### config.mk
export PLATFORM = sky130hd
export DESIGN_NAME = arb_rr_err_ctrl
export DESIGN_NICKNAME = d
export VERILOG_FILES = /design/src/rtl/arb_pkg.sv /design/src/rtl/rr_pick.sv /design/src/rtl/arb_rr_err_ctrl.sv
export SDC_FILE = /design/constraint.sdc
export NUM_CORES = 1
export LEC_CHECK = 0
export ABC_AREA = 0
export BUFFER_PORTS_ARGS = -buffer_cell sky130_fd_sc_hd__clkbuf_2
export CAP_MARGIN = 20
export CELL_PAD_IN_SITES_DETAIL_PLACEMENT = 1
export CELL_PAD_IN_SITES_GLOBAL_PLACEMENT = 2
export CORE_MARGIN = 8
export CORE_UTILIZATION = 35
export DETAILED_ROUTE_END_ITERATION = 10
export GPL_ROUTABILITY_DRIVEN = 1
export PLACE_DENSITY = 0.85
export SLEW_MARGIN = 30
export SYNTH_ARGS = -nofsm -noshare
export SYNTH_HDL_FRONTEND = slang
export SYNTH_SLANG_ARGS = --single-unit
### constraint.sdc
create_clock -name clk -period 2.9 [get_ports clk]
set_input_delay 0.145 -clock clk [delete_from_list [all_inputs] [get_ports clk]]
set_output_delay 0.145 -clock clk [all_outputs]
set_load 0.01 [all_outputs]
### src/rtl/arb_pkg.sv
// Shared definitions for the round-robin error-checked arbiters:
// FSM state encoding and error-code values.
package arb_pkg;

  typedef enum logic [1:0] {
    IDLE  = 2'd0,
    BUSY  = 2'd1,
    FAULT = 2'd2
  } state_t;

  typedef logic [1:0] err_code_t;

  localparam err_code_t ERR_NONE   = 2'd0;
  localparam err_code_t ERR_ONEHOT = 2'd1;
  localparam err_code_t ERR_WDOG   = 2'd2;
  localparam err_code_t ERR_MAL    = 2'd3;

endpackage

### src/rtl/rr_pick.sv
// Round-robin pick: first set request at or after ptr, wrapping modulo N.
// Purely combinational so other arbiters can reuse it.
module rr_pick #(
  parameter int N   = 4,
  parameter int IDW = 2
) (
  input  logic [N-1:0]   req,
  input  logic [IDW-1:0] ptr,
  output logic [IDW-1:0] sel,
  output logic           valid
);

  always_comb begin
    logic [IDW:0] w_idx;
    w_idx = '0;
    sel   = '0;
    valid = 1'b0;
    for (int i = 0; i < N; i++) begin
      // Extra bit holds ptr+i before folding back into 0..N-1.
      w_idx = {1'b0, ptr} + (IDW+1)'(i);
      if (w_idx >= (IDW+1)'(N)) begin
        w_idx = w_idx - (IDW+1)'(N);
      end
      if (!valid && req[w_idx[IDW-1:0]]) begin
        sel   = w_idx[IDW-1:0];
        valid = 1'b1;
      end
    end
  end

endmodule

### src/rtl/arb_rr_err_ctrl.sv
// Round-robin arbiter/sequencer for the shared MAC datapath with one-hot
// self-check, hold-time watchdog and sticky error reporting.
module arb_rr_err_ctrl
  import arb_pkg::*;
#(
  parameter int N       = 4,
  parameter int IDW     = 2,
  parameter int TW      = 8,
  parameter int TIMEOUT = 200
) (
  input  logic           clk,
  input  logic           rst,
  input  logic [N-1:0]   req,
  input  logic           done,
  input  logic           mal,
  input  logic           up_err,
  input  logic           allOK,
  input  logic           clr_err,
  output logic [N-1:0]   gnt,
  output logic [IDW-1:0] gnt_id,
  output logic           busy,
  output logic           err,
  output logic [1:0]     err_code
);

  localparam logic [N-1:0] ONE_HOT0 = {{(N-1){1'b0}}, 1'b1};

  state_t         r_state, w_state_nxt;
  logic [N-1:0]   r_gnt, w_gnt_nxt;
  logic [IDW-1:0] r_gnt_id, w_gnt_id_nxt;
  logic           r_busy, w_busy_nxt;
  logic           r_err, w_err_nxt;
  err_code_t      r_err_code, w_err_code_nxt;
  logic [IDW-1:0] r_ptr, w_ptr_nxt;
  logic [TW-1:0]  r_timer, w_timer_nxt;

  logic [IDW-1:0] w_sel;
  logic           w_sel_vld;
  logic [N-1:0]   w_gnt_id_oh;
  logic [IDW-1:0] w_ptr_inc;
  logic           w_f1, w_f2, w_f3, w_fault;
  err_code_t      w_fault_code;

  rr_pick #(
    .N   (N),
    .IDW (IDW)
  ) u_pick (
    .req   (req),
    .ptr   (r_ptr),
    .sel   (w_sel),
    .valid (w_sel_vld)
  );

  // Fault sources are checked in every state; code priority 3 > 1 > 2.
  always_comb begin
    w_gnt_id_oh  = ONE_HOT0 << r_gnt_id;
    w_f3         = mal | (up_err & ~allOK);
    w_f1         = ((r_gnt & (r_gnt - ONE_HOT0)) != '0) ||
                   ((r_gnt != '0) && (r_gnt != w_gnt_id_oh));
    w_f2         = (r_state == BUSY) && (r_timer == TW'(TIMEOUT - 1)) && !done;
    w_fault      = w_f3 | w_f1 | w_f2;
    w_fault_code = ERR_NONE;
    if (w_f3) begin
      w_fault_code = ERR_MAL;
    end else if (w_f1) begin
      w_fault_code = ERR_ONEHOT;
    end else if (w_f2) begin
      w_fault_code = ERR_WDOG;
    end
    // Pointer wraps at N, not at 2^IDW.
    w_ptr_inc = (r_gnt_id == IDW'(N - 1)) ? '0 : r_gnt_id + 1'b1;
  end

  always_comb begin
    w_state_nxt    = r_state;
    w_gnt_nxt      = r_gnt;
    w_gnt_id_nxt   = r_gnt_id;
    w_busy_nxt     = r_busy;
    w_err_nxt      = r_err;
    w_err_code_nxt = r_err_code;
    w_ptr_nxt      = r_ptr;
    w_timer_nxt    = r_timer;
    if (w_fault) begin
      w_state_nxt    = FAULT;
      w_gnt_nxt      = '0;
      w_busy_nxt     = 1'b0;
      w_err_nxt      = 1'b1;
      w_err_code_nxt = w_fault_code;
    end else begin
      unique case (r_state)
        IDLE: begin
          if (w_sel_vld) begin
            w_state_nxt  = BUSY;
            w_gnt_nxt    = ONE_HOT0 << w_sel;
            w_gnt_id_nxt = w_sel;
            w_busy_nxt   = 1'b1;
            w_timer_nxt  = '0;
          end
        end
        BUSY: begin
          if (done || !req[r_gnt_id]) begin
            w_state_nxt = IDLE;
            w_gnt_nxt   = '0;
            w_busy_nxt  = 1'b0;
            w_ptr_nxt   = w_ptr_inc;
          end else if (r_timer != '1) begin
            w_timer_nxt = r_timer + 1'b1;
          end
        end
        FAULT: begin
          if (clr_err) begin
            w_state_nxt    = IDLE;
            w_err_nxt      = 1'b0;
            w_err_code_nxt = ERR_NONE;
          end
        end
        default: begin
          w_state_nxt = IDLE;
          w_gnt_nxt   = '0;
          w_busy_nxt  = 1'b0;
        end
      endcase
    end
  end

  always_ff @(posedge clk or posedge rst) begin
    if (rst) begin
      r_state    <= IDLE;
      r_gnt      <= '0;
      r_gnt_id   <= '0;
      r_busy     <= 1'b0;
      r_err      <= 1'b0;
      r_err_code <= ERR_NONE;
      r_ptr      <= '0;
      r_timer    <= '0;
    end else begin
      r_state    <= w_state_nxt;
      r_gnt      <= w_gnt_nxt;
      r_gnt_id   <= w_gnt_id_nxt;
      r_busy     <= w_busy_nxt;
      r_err      <= w_err_nxt;
      r_err_code <= w_err_code_nxt;
      r_ptr      <= w_ptr_nxt;
      r_timer    <= w_timer_nxt;
    end
  end

  assign gnt      = r_gnt;
  assign gnt_id   = r_gnt_id;
  assign busy     = r_busy;
  assign err      = r_err;
  assign err_code = r_err_code;

endmodule

After elaboration in Yosys (flattened, before gate mapping). Cells that the tools add are included.

ROM bits: 0. Output and inout bits: 10. Bits in registers: 22. Memory bits (writable): 0. Logic and storage cells: 122. Latch bits: 0. Input port bits: 11. Memories kept: 0.

Shift-type cells: 2. Bitwise logic cells: 7. Equal/unequal tests: 13. Reduce and logical (&&, ||, !) cells: 25. Mux-type cells: 48. Div/mod/pow operators: 0. Order comparisons: 9. Multipliers: 0. Add/sub/neg operators: 10.

Operators with widths (count): $mux W2 (18); $mux W8 (3); $pmux W8 S2 (1); $lt A2 B3 Y1 const B (5); $mux W1 (15); $mux W4 (3); $pmux W4 S3 (1); $reduce_and A3 Y1 (4); $bmux W1 S2 (5); $ge A3 B3 Y1 const B (3); $add A8 B1 Y8 const B (1); $eq A8 B8 Y1 const B (1); $ne A8 B8 Y1 const B (1); $reduce_bool A4 Y1 (2); $shl A1 B2 Y4 const A (2); $sub A2 B1 Y2 const B (4); $add A2 B2 Y3 const B (2); $logic_and A1 B1 Y1 (6); $ne A3 B2 Y1 const B (2); $pmux W2 S3 (1); $reduce_bool A2 Y1 (3); $logic_not A1 Y1 (5); $reduce_and A5 Y1 (1); $and A4 B4 Y4 (1); 17 further kinds (24).

Longest topological paths before layout. Gate-level depths: netlist (run 1).

Word-level depth: 18. Gate-level depth with buffers: 9. Depth with buffers taken out: 7.

Hierarchy. A second synthesis (run 1) with hierarchy kept.

Cells, all modules: 149. Area, all modules: 1360.1 sq um.

By module, submodules not included: arb_rr_err_ctrl (cells each 134, area each 1282.5 sq um, instances 1, sequential area each 550.5 sq um); rr_pick (cells each 15, area each 77.6 sq um, instances 1, sequential area each 0.0 sq um).

Least setup slack after synthesis (run 1). Ideal clock, no wire load.

Path type: register -> register. Start: reg r_gnt_id[0], in the netlist gnt_id[0]. End: reg r_ptr[0]. Path buffers: 1. Path slack: 0.588 ns. Period minus slack after synthesis: 2.312 ns. Stages on the path, launching flop included: 9. Arrival time: 2.187 ns. Required time: 2.775 ns. Setup time: 0.125 ns. Cells stage by stage: dfrtp_1 > inv_1 > ha_1 > xnor2_1 > nand4_1 > a21bo_1 > buf_6 > or4_4 > mux2_4.

Longest elaborated chain between the ends: 8. Elaborated cells on any way between the ends: 15. Classes of those cells: add/sub (1); eq/ne (2); shift (1); mux (3); bitwise (3); reduce/logical (5).

RTL lines: from (decl) (line arb_rr_err_ctrl.sv:30) `logic [IDW-1:0] r_gnt_id, w_gnt_id_nxt;`; from (signal assigned) (line arb_rr_err_ctrl.sv:139) `r_gnt_id <= w_gnt_id_nxt;`; $shl A1 B2 Y4 (line arb_rr_err_ctrl.sv:56) `w_gnt_id_oh = ONE_HOT0 << r_gnt_id;`; $ne A4 B4 Y1 (line arb_rr_err_ctrl.sv:59) `((r_gnt != '0) && (r_gnt != w_gnt_id_oh));`; $logic_and A1 B1 Y1 (line arb_rr_err_ctrl.sv:59); $logic_or A1 B1 Y1 (line arb_rr_err_ctrl.sv:58) `w_f1 = ((r_gnt & (r_gnt - ONE_HOT0)) != '0) ||`; $or A1 B1 Y1 (2 in series) (line arb_rr_err_ctrl.sv:61) `w_fault = w_f3 | w_f1 | w_f2;`; $not A1 Y1 (no source line); $reduce_and A3 Y1 (no source line); to (signal assigned) (line arb_rr_err_ctrl.sv:143) `r_ptr <= w_ptr_nxt;`; to (decl) (line arb_rr_err_ctrl.sv:34) `logic [IDW-1:0] r_ptr, w_ptr_nxt;`.

Several ways; a longest one is shown, not always the timed one. The select of a mux whose other input is x is not followed. A chain may end at the register's enable or synchronous reset.

Final worst setup path (run 1).
Start: reg r_gnt_id[0], in the netlist gnt_id[0]. End: reg r_gnt[3], in the netlist gnt[3].

Longest elaborated chain between the ends: 8. Elaborated cells on any way between the ends: 15. Classes of those cells: eq/ne (4); shift (1); mux (3); bitwise (2); reduce/logical (5).

RTL lines: $shl A1 B2 Y4 (line arb_rr_err_ctrl.sv:56); $ne A4 B4 Y1 (line arb_rr_err_ctrl.sv:59); $logic_and A1 B1 Y1 (line arb_rr_err_ctrl.sv:59); $logic_or A1 B1 Y1 (line arb_rr_err_ctrl.sv:58); $or A1 B1 Y1 (2 in series) (line arb_rr_err_ctrl.sv:61); $ne A3 B2 Y1 (no source line) / $ne A2 B2 Y1 (equally long branches); $reduce_and A3 Y1 (no source line); to (signal assigned) (line arb_rr_err_ctrl.sv:138) `r_gnt <= w_gnt_nxt;`; to (decl) (line arb_rr_err_ctrl.sv:29) `logic [N-1:0] r_gnt, w_gnt_nxt;`.

Several ways; a longest one is shown, not always the timed one. The select of a mux whose other input is x is not followed.

==> metrics.txt, run 1 <==
Synth Area in XOR/XNOR=~2.5%; Reg-to-Reg Start=gnt_id[0]$_DFFE_PP0P_; final RePlAce weighted congestion=0.797; area post-placement=1530 um2; placed insts=205; Worst Setup SP=gnt_id[0]$_DFFE_PP0P_; design area=1590 um2; WP data arrival=~2600 ps; Post-Place Worst Slack=565 ps; 1st-iter DRT viols=45; Post-Synth Adder-Cell Area=4.50%; max cap viols=0; Critical Path RT=approximately 3100 ps; Max-slew headroom=a little under half; GRT overflow=0; Non-Filler Instances=210; Post-Synth Simple-Gate Area=19.0%; Total GRT Usage=roughly 12%; number of global-route vias before repair=1,249; Endpoint, Worst Hold=err_code[1]$_DFFE_PP0P_; Fillers=478; Post-Synthesis Net Count=roughly 160; type of the tightest min-delay check=in -> reg; status=completed; largest net degree at the start of global routing=23; Top FF cell, synth=dfrtp_1; Pleak=0.697 nW; reg-to-reg slack, setup=between 500 and 600 ps; initial antenna violation count=0; FF+latch count, synth=22; PostCTS Resize Cnt=0; pwr dens=around 570 nW/um2; detailed placement HPWL=between 2000 and 3000 um; Setup CP Type=reg -> reg; min Tclk post-route=2350 ps; Clock Skew=6.15 ps; post-synthesis mux area share=6.92%; Max stage delay on crit path=roughly 520 ps; Multi-input gate area=a little under 800 um2; largest delay contributor family on the critical path=compound AO/OA/AOI/OAI gates; Via density=~6; Reg2Reg Depth=8; Antenna Nets Post-Route=0; Post-Synthesis Cell Area=1390 um2; first-pass GRT wire length=about 6200 um; CTS Buf Count=3; Final nets=177; largest family of logic cells by synthesized area=compound AO/OA/AOI/OAI gates; worst-path cell chain=inv_1 > ha_1 > xnor2_1 > nand4_1 > a21bo_1 > buf_4 > a2111oi_2 > a22o_1; number of antenna diodes=0; Pre-antenna DRT Iters=4; clk slew on worst S/H paths=around 90 ps; Root Driver=clkbuf_8; Hold Buf Count CTS=0; slew of the pin with the lowest slew margin=803 ps; synth unique cells=48; buffers and inverters on the worst path=2; syn_area_per_cell=9.87 um2; hold depth=2; hold_sp=allOK; r2r endpoint=gnt[3]$_DFFE_PP0P_; Die Area=6250 um2; VDD IR max=~310 uV; CP endpoint kind=register; FMAX=between 400 and 500 MHz; # H-tree levels=1; Max FO, Critical Path=15; crit share post-route=80.9%; Slowest-stage cell, CP=a2111oi_2; buffers inserted by post-CTS timing repair=0; Clock Latency Late Sink=around 270 ps; # rows=23; clk buf depth=2; Final setup viols=0; port bufs=20; Starting Density=35.5%; IO Pins=21; final hold viol count=0; nature of the critical path startpoint=register; total negative slack=0 ps; die extent in x=between 70 and 80 um; Chip Height=just under 80 um; CTS tree=built; Ys Warns=0; RSZ-0062 raised after global routing=no; Routed WL=3690 um; Post-Syn Instances=141; sequential share of the synthesized area=between 30% and 40%; ys async rst share=100%; post-DR wirelength/cell=17.6 um; share of layout cells above drive strength 1=23.1%; Core Box Area=3910 um2; Synth Area in Compound Gates=22.7%; Tot Pwr=0.000901 W; # DRC=0; EDFF count, synth=0; clk sinks=22; Via Count=between 1,000 and 1,500; Synth-to-Final Area Change=14.5%; Storage cell area=551 um2; fin. max-slew vios=0; PnR worst setup slack=555 ps
cell families (layout without fill, tap and decap cells):
family / after synthesis / after routing
buffers and inverters: 16 / 35
AND/OR/NAND/NOR: 46 / 46
adder cells (fa/ha/maj): 5 / 5
XOR/XNOR: 4 / 4
multiplexers: 7 / 7
AO/OA/AOI/OAI: 41 / 41
flip-flops: 22 / 22
worst register-to-register path: stages, from the launching register on:
cell and delay [ps]:
dfrtp_1 460, inv_1 120, ha_1 230, xnor2_1 130, nand4_1 140, a21bo_1 240, buf_4 200, a2111oi_2 520
a22o_1 240
per-stage QoR:
stage	utilization, %	hold slack, ps
2_1_floorplan	-	134
3_3_place_gp	39.0	346
3_5_place_dp	39.0	357
4_1_cts	40.4	55.4
5_1_grt	40.7	84.1
6_report	40.7	75.7
area by class of cell:
class                   instances  share of cell area [%]
multi-input cells             103                    48.5
inverters                       9                    2.12
clock buffers                   4                    3.46
flip-flops and latches         22                    34.6
repair buffers                 22                    7.38
well taps                      50                    3.93
flip-flops by register name (all words and copies together) (netlist names):
name      flops
r_timer       8
err_code      2
r_ptr         2
gnt_id        2
busy          1
r_state       2
gnt           4
err           1
synthesized netlist by cell type (all sizes together), types with 3 or more instances:
| library cell | instances | share of area, % |
|---|---|---|
| mux2 | 5 | 4.6 |
| nor4 | 3 | 1.3 |
| nor2 | 9 | 2.4 |
| o31ai | 3 | 1.6 |
| nand3 | 4 | 1.4 |
| xnor2 | 4 | 2.5 |
| nor3 | 5 | 1.8 |
| a211oi | 3 | 1.6 |
| a21oi | 8 | 2.9 |
| nand4 | 3 | 1.3 |
| or4 | 5 | 3.2 |
| dfrtp | 22 | 40 |
| inv | 9 | 2.4 |
| nand2 | 4 | 1.1 |
| ha | 5 | 4.5 |
| nand2b | 4 | 1.8 |
| clkbuf | 6 | 1.6 |
| o41ai | 4 | 2.5 |
metal layers:
layer  vias to the layer above  GRT usage, %  routed length [um]
met1                       621          15.5                1680
met3                         6          2.82                  97
li1                        579             -                   -
met2                        21          20.5                1860
met4                         0          3.89                  53
met5                         -             0                   0
how the worst max path moves through the flow:
stage | slack [ps] | cells past startpoint | end
finish | 550 | 8 | gnt[3]$_DFFE_PP0P_
global route | 360 | 8 | gnt[3]$_DFFE_PP0P_
CTS | 540 | 8 | gnt[3]$_DFFE_PP0P_
detailed placement | 570 | 8 | gnt[3]$_DFFE_PP0P_
global placement | 650 | 8 | gnt[2]$_DFFE_PP0P_
floorplan | 590 | 8 | r_ptr[0]$_DFFE_PP0P_
cells in the final DEF, fill, tap and decap left out, types with 2 or more instances in the layout:
| cell | Yosys | layout |
|---|---|---|
| nor3_1 | 5 | 5 |
| mux2_4 | 2 | 2 |
| inv_1 | 9 | 8 |
| clkbuf_8 | 0 | 4 |
| mux2_2 | 3 | 3 |
| nand2b_1 | 4 | 4 |
| xnor2_1 | 4 | 4 |
| a211oi_1 | 3 | 3 |
| clkbuf_2 | 0 | 20 |
| o2111ai_1 | 2 | 2 |
| nand2_1 | 4 | 4 |
| ha_1 | 5 | 5 |
| nor4_1 | 3 | 3 |
| nor2_1 | 9 | 9 |
| and3_1 | 2 | 2 |
| o41ai_1 | 4 | 4 |
| nand3b_1 | 2 | 2 |
| o211ai_1 | 2 | 2 |
| or4_4 | 2 | 2 |
| dfrtp_1 | 22 | 22 |
| o31ai_1 | 3 | 3 |
| o21ai_0 | 2 | 2 |
| or4_1 | 3 | 3 |
| a22o_1 | 2 | 2 |
| nand4_1 | 3 | 3 |
| nand3_1 | 4 | 4 |
| a32o_1 | 2 | 2 |
| a21oi_1 | 8 | 8 |
power breakdown:
part,switching [W],internal [W],total [W]
sequential,0.0000442,0.000339,0.000383
combinational,0.000155,0.000130,0.000285
clock,0.000111,0.000121,0.000233
No activity file was read; power rests on OpenSTA's default activity.
==> run 2: changes to the inputs <==
--- a/config.mk
+++ b/config.mk
@@ -11,10 +11,10 @@
 export CELL_PAD_IN_SITES_DETAIL_PLACEMENT = 1
 export CELL_PAD_IN_SITES_GLOBAL_PLACEMENT = 2
 export CORE_MARGIN = 8
-export CORE_UTILIZATION = 35
+export CORE_UTILIZATION = 32
 export DETAILED_ROUTE_END_ITERATION = 10
 export GPL_ROUTABILITY_DRIVEN = 1
-export PLACE_DENSITY = 0.85
+export PLACE_DENSITY = 0.82
 export SLEW_MARGIN = 30
 export SYNTH_ARGS = -nofsm -noshare
 export SYNTH_HDL_FRONTEND = slang
==> constraint.sdc (replaced) <==
create_clock -name clk -period 2.1 [get_ports clk]
set_input_delay 0.105 -clock clk [delete_from_list [all_inputs] [get_ports clk]]
set_output_delay 0.105 -clock clk [all_outputs]
set_load 0.01 [all_outputs]
==> metrics.txt, run 2 (synthesized netlist as in run 1, its figures left out) <==
VDD IR max=614 uV; Starting Density=32.6%; Post-Place Worst Slack=-69.8 ps; clk sinks=22; CTS Buf Count=3; type of the tightest min-delay check=in -> reg; post-DR wirelength/cell=18.9 um; clk slew on worst S/H paths=90 ps; status=finished with violations; Via density=approximately 5.7; Final setup viols=6; number of antenna diodes=0; worst-path cell chain=inv_2 > ha_2 > xnor2_2 > nand4_1 > a21bo_4 > buf_4 > or4_4 > a21oi_2; crit share post-route=104%; most flop-heavy register=r_timer; share of layout cells above drive strength 1=50.0%; Root Driver=clkbuf_8; Pre-antenna DRT Iters=4; Die Area=~6700 um2; slew of the pin with the lowest slew margin=590 ps; GRT overflow=0; Synth-to-Final Area Change=43.4%; FMAX=between 400 and 500 MHz; RSZ-0062 raised after global routing=yes; Non-Filler Instances=244; number of global-route vias before repair=roughly 1,600; Routed WL=around 4600 um; CP endpoint kind=register; Setup CP Type=reg -> reg; min Tclk post-route=2190 ps; commonest non-fill, non-tap cell in the layout=buf_4; Slowest-stage cell, CP=or4_4; Largest register FFs=8; pwr dens=around 790 nW/um2; Core Box Area=4260 um2; initial antenna violation count=0; final RePlAce weighted congestion=0.795; Tot Pwr=0.00159 W; WP data arrival=around 2400 ps; total negative slack=-329 ps; placed insts=approximately 240; detailed placement HPWL=3410 um; Antenna Nets Post-Route=0; # H-tree levels=1; first-pass GRT wire length=7460 um; clk buf depth=2; Max FO, Critical Path=5; port bufs=20; Max-slew headroom=60.6%; Via Count=1,384; Final Core Density=46.8%; Total GRT Usage=between 10% and 20%; Clock Latency Late Sink=270 ps; PnR worst setup slack=-87.6 ps; Final nets=209; Max stage delay on crit path=about 500 ps; max cap viols=0; IO Pins=21; nature of the critical path startpoint=register; largest net degree at the start of global routing=15; # DRC=0; 1st-iter DRT viols=55; final hold viol count=0; failing checks=negative setup slack; fin. max-slew vios=0; # rows=24; Chip Height=81.9 um; most frequent cells in the layout=buf_4 (33), clkbuf_2 (20), dfrtp_1 (18); Pleak=just under 0.9 nW; die extent in x=81.9 um; CTS tree=built; Critical Path RT=2310 ps; Clock Skew=3.51 ps
[run 2: metal layers]
layer	GRT usage, %	up-vias	routed length [um]
li1	-	639	-
met1	15.2	713	1790
met2	27.5	25	2650
met3	2.19	7	122
met4	4.04	0	55
met5	0	-	0
[run 2: worst max-delay path, delay by kind of cell, from the launching register on]
| family | cells | cell delay [ps] |
|---|---|---|
| AOI/OAI and AO/OA | 2 | 410 |
| xor gates and xnor gates | 1 | 110 |
| adders and majority gates | 1 | 200 |
| buffers and inverters | 2 | 250 |
| DFF | 1 | 470 |
| and+or+nand+nor | 2 | 670 |
[run 2: cell type report]
class / count / area (um2)
Inverter: 9 / 36.3
Clock buffer: 3 / 41.3
Fill cell: 493 / 2270
Sequential cell: 22 / 556
Tap cell: 52 / 65.1
Multi-Input combinational cell: 103 / 910
Timing Repair Buffer: 54 / 358
Clock inverter: 1 / 30.0
[run 2: final timing paths]
kind / startpoint / end / slack, ps / cells past startpoint
max: gnt_id[1]$_DFFE_PP0P_ / r_timer[5]$_DFFE_PP0P_ / -90 / 8
min: allOK / err_code[1]$_DFFE_PP0P_ / 30 / 2
max reg2reg: gnt_id[1]$_DFFE_PP0P_ / r_timer[5]$_DFFE_PP0P_ / -90 / 8
min reg2reg: err$_DFFE_PP0P_ / err$_DFFE_PP0P_ / 490 / 2
max in group asynchronous: rst / gnt_id[1]$_DFFE_PP0P_ / 1110 / 4
min in group asynchronous: rst / r_timer[6]$_DFFE_PP0P_ / 410 / 3
[run 2: what timing repair did]
action / CTS / global route
gates resized for setup: 12 / 16
hold endpoints to repair: 13 / 0
pin swaps: 7 / 7
hold buffers: 1 / 0
setup endpoints to repair: 12 / 16
buffers inserted: 0 / 3
[run 2: through the flow]
stage / instance area, um2 / hold WS, ps
floorplan: 1400 / 94.0
global placement: 1750 / 167
detailed placement: 1750 / 179
CTS: 1880 / 30.7
global route: 2000 / 49.9
finish: 2000 / 28.7
[run 2: where the power goes]
| group | switching [W] | total (W) | internal, W |
|---|---|---|---|
| sequential | 0.0000719 | 0.000543 | 0.000471 |
| combinational | 0.000298 | 0.000630 | 0.000332 |
| clock | 0.000157 | 0.000412 | 0.000255 |
==> run 3: changes to the inputs <==
--- a/config.mk
+++ b/config.mk
@@ -7,14 +7,15 @@
 export LEC_CHECK = 0
 export ABC_AREA = 0
 export BUFFER_PORTS_ARGS = -buffer_cell sky130_fd_sc_hd__clkbuf_2
-export CAP_MARGIN = 20
+export CAP_MARGIN = 25
 export CELL_PAD_IN_SITES_DETAIL_PLACEMENT = 1
-export CELL_PAD_IN_SITES_GLOBAL_PLACEMENT = 2
+export CELL_PAD_IN_SITES_GLOBAL_PLACEMENT = 1
 export CORE_MARGIN = 8
-export CORE_UTILIZATION = 32
+export CORE_UTILIZATION = 40
+export CTS_BUF_LIST = sky130_fd_sc_hd__clkbuf_8
 export DETAILED_ROUTE_END_ITERATION = 10
 export GPL_ROUTABILITY_DRIVEN = 1
-export PLACE_DENSITY = 0.82
+export PLACE_DENSITY = 0.83
 export SLEW_MARGIN = 30
 export SYNTH_ARGS = -nofsm -noshare
 export SYNTH_HDL_FRONTEND = slang
==> metrics.txt, run 3 (synthesized netlist as in run 1, its figures left out) <==
Pleak=0.868 nW; Starting Density=41.7%; crit share post-route=111%; Clock Latency Late Sink=about 270 ps; sw power=0.000616 W; 1st-iter DRT viols=158; pwr dens=845 nW/um2; Comb power frac=~44%; Hold Buf Count CTS=0; sequential share of power=31.6%; most flop-heavy register=r_timer; commonest non-fill, non-tap cell in the layout=buf_4; Total GRT Usage=22.3%; Fillers=361; Root Driver=clkbuf_8; Max-slew headroom=41.4%; number of global-route vias before repair=1,672; # DRC=0; clk buf depth=2; Via Count=1,538; Final nets=206; WP data arrival=roughly 2500 ps; Core Box Area=about 3300 um2; final hold viol count=7; # H-tree levels=1; reg-to-reg slack, setup=-230 ps; port bufs=20; Chip Height=75.0 um; Die Area=about 5600 um2; slew of the pin with the lowest slew margin=879 ps; CTS Buf Count=3; CP endpoint kind=register; detailed placement HPWL=roughly 3300 um; Pre-antenna DRT Iters=4; internal power=0.00110 W; max cap viols=0; initial antenna violation count=0; IO Pins=21; Max FO, Critical Path=6; number of antenna diodes=0; fin. max-slew vios=0; Final setup viols=17; Hold Worst Slack=-2.69 ps; first-pass GRT wire length=9160 um; Clock Skew=6.97 ps; share of layout cells above drive strength 1=51.9%; Switching Fraction=between 30 and 40%; clk sinks=22; Final Core Density=60.9%; post-DR wirelength/cell=roughly 25 um; final RePlAce weighted congestion=0.813; Clock Power Share=24.1%; Critical Path RT=between 2000 and 2500 ps; failing checks=negative hold slack, negative setup slack; clk slew on worst S/H paths=90 ps; Setup CP Type=reg -> reg; most frequent cells in the layout=buf_4 (28), clkbuf_2 (20), dfrtp_1 (18); min Tclk post-route=2330 ps; Via density=approximately 6.5; GRT overflow=0; # rows=21; Synth-to-Final Area Change=46.0%; Largest register FFs=8; die extent in x=75.0 um; Routed WL=5930 um; CTS tree=built; Reg2Reg Depth=6; RSZ-0062 raised after global routing=yes; PnR worst setup slack=-230 ps; Antenna Nets Post-Route=0; VDD IR max=739 uV; FMAX=429 MHz; type of the tightest min-delay check=in -> async; total negative slack=-2560 ps; largest net degree at the start of global routing=23; status=finished with violations; nature of the critical path startpoint=register
## run 3: cell count changes in the layout (fill, tap and decap cells not counted), sizes merged
| cell | delta |
|---|---|
| buf | -2 |
| dlygate4sd3 | -1 |
## run 3: cell type report
type	instances	area [um2]	share of cell area, %
clock inverters	1	30.0	1.48
repair buffers	51	353	17.4
well taps	46	57.6	2.83
multi-input cells	103	958	47.2
flip-flops and latches	22	556	27.3
inverters	9	36.3	1.79
clock buffers	3	41.3	2.03
## run 3: metal layers
layer	up-vias	routed length (um)	global-route usage, %
met2	78	3020	41.0
li1	639	-	-
met3	38	267	4.13
met1	783	2290	22.0
met5	-	0	0
met4	0	352	15.4
## run 3: path summary, 6_finish.rpt
kind	start	end
worst min register to register	busy$_DFFE_PP0P_	busy$_DFFE_PP0P_
worst max register to register	gnt_id[0]$_DFFE_PP0P_	r_ptr[0]$_DFFE_PP0P_
worst max-delay path	gnt_id[0]$_DFFE_PP0P_	r_ptr[0]$_DFFE_PP0P_
min in group clk	clr_err	r_state[1]$_DFFE_PP0P_
max in group asynchronous	rst	gnt[1]$_DFFE_PP0P_
worst min-delay path	rst	err$_DFFE_PP0P_
## run 3: metrics by stage
step / area [um2] / hold slack, ps / worst slack (ps) / instances / power (W)
detailed placement: 1730 / 313 / -249 / 226 / 0.00109
global placement: 1730 / 292 / -75.0 / 226 / 0.00104
global route: 2030 / 61.2 / -269 / 235 / 0.00178
finish: 2030 / -2.69 / -230 / 235 / 0.00172
CTS: 1930 / 13.6 / -104 / 233 / 0.00162
floorplan: 1400 / 94.0 / -43.2 / 141 / 0.000815
## run 3: power groups by stage
stage	combinational, W	sequential [W]	clock (W)
3_3_place_gp	0.000513	0.000529	0
4_1_cts	0.000678	0.000528	0.000418
2_1_floorplan	0.000271	0.000544	0
6_report	0.000761	0.000542	0.000414
5_1_grt	0.000804	0.000544	0.000428
3_5_place_dp	0.000548	0.000538	0
## run 3: critical path, cell delays in order, from the launching register on
cell and delay, ps:
dfrtp_2 470, ha_2 240, xnor2_2 200, nand4_1 230
a21bo_4 310, or4_4 450, mux2_4 320
## run 3: timing repair
item,4_1_cts,5_1_grt
setup endpoints to repair,16,18
buffers inserted,3,2
pin swaps,7,1
gates resized for setup,22,17
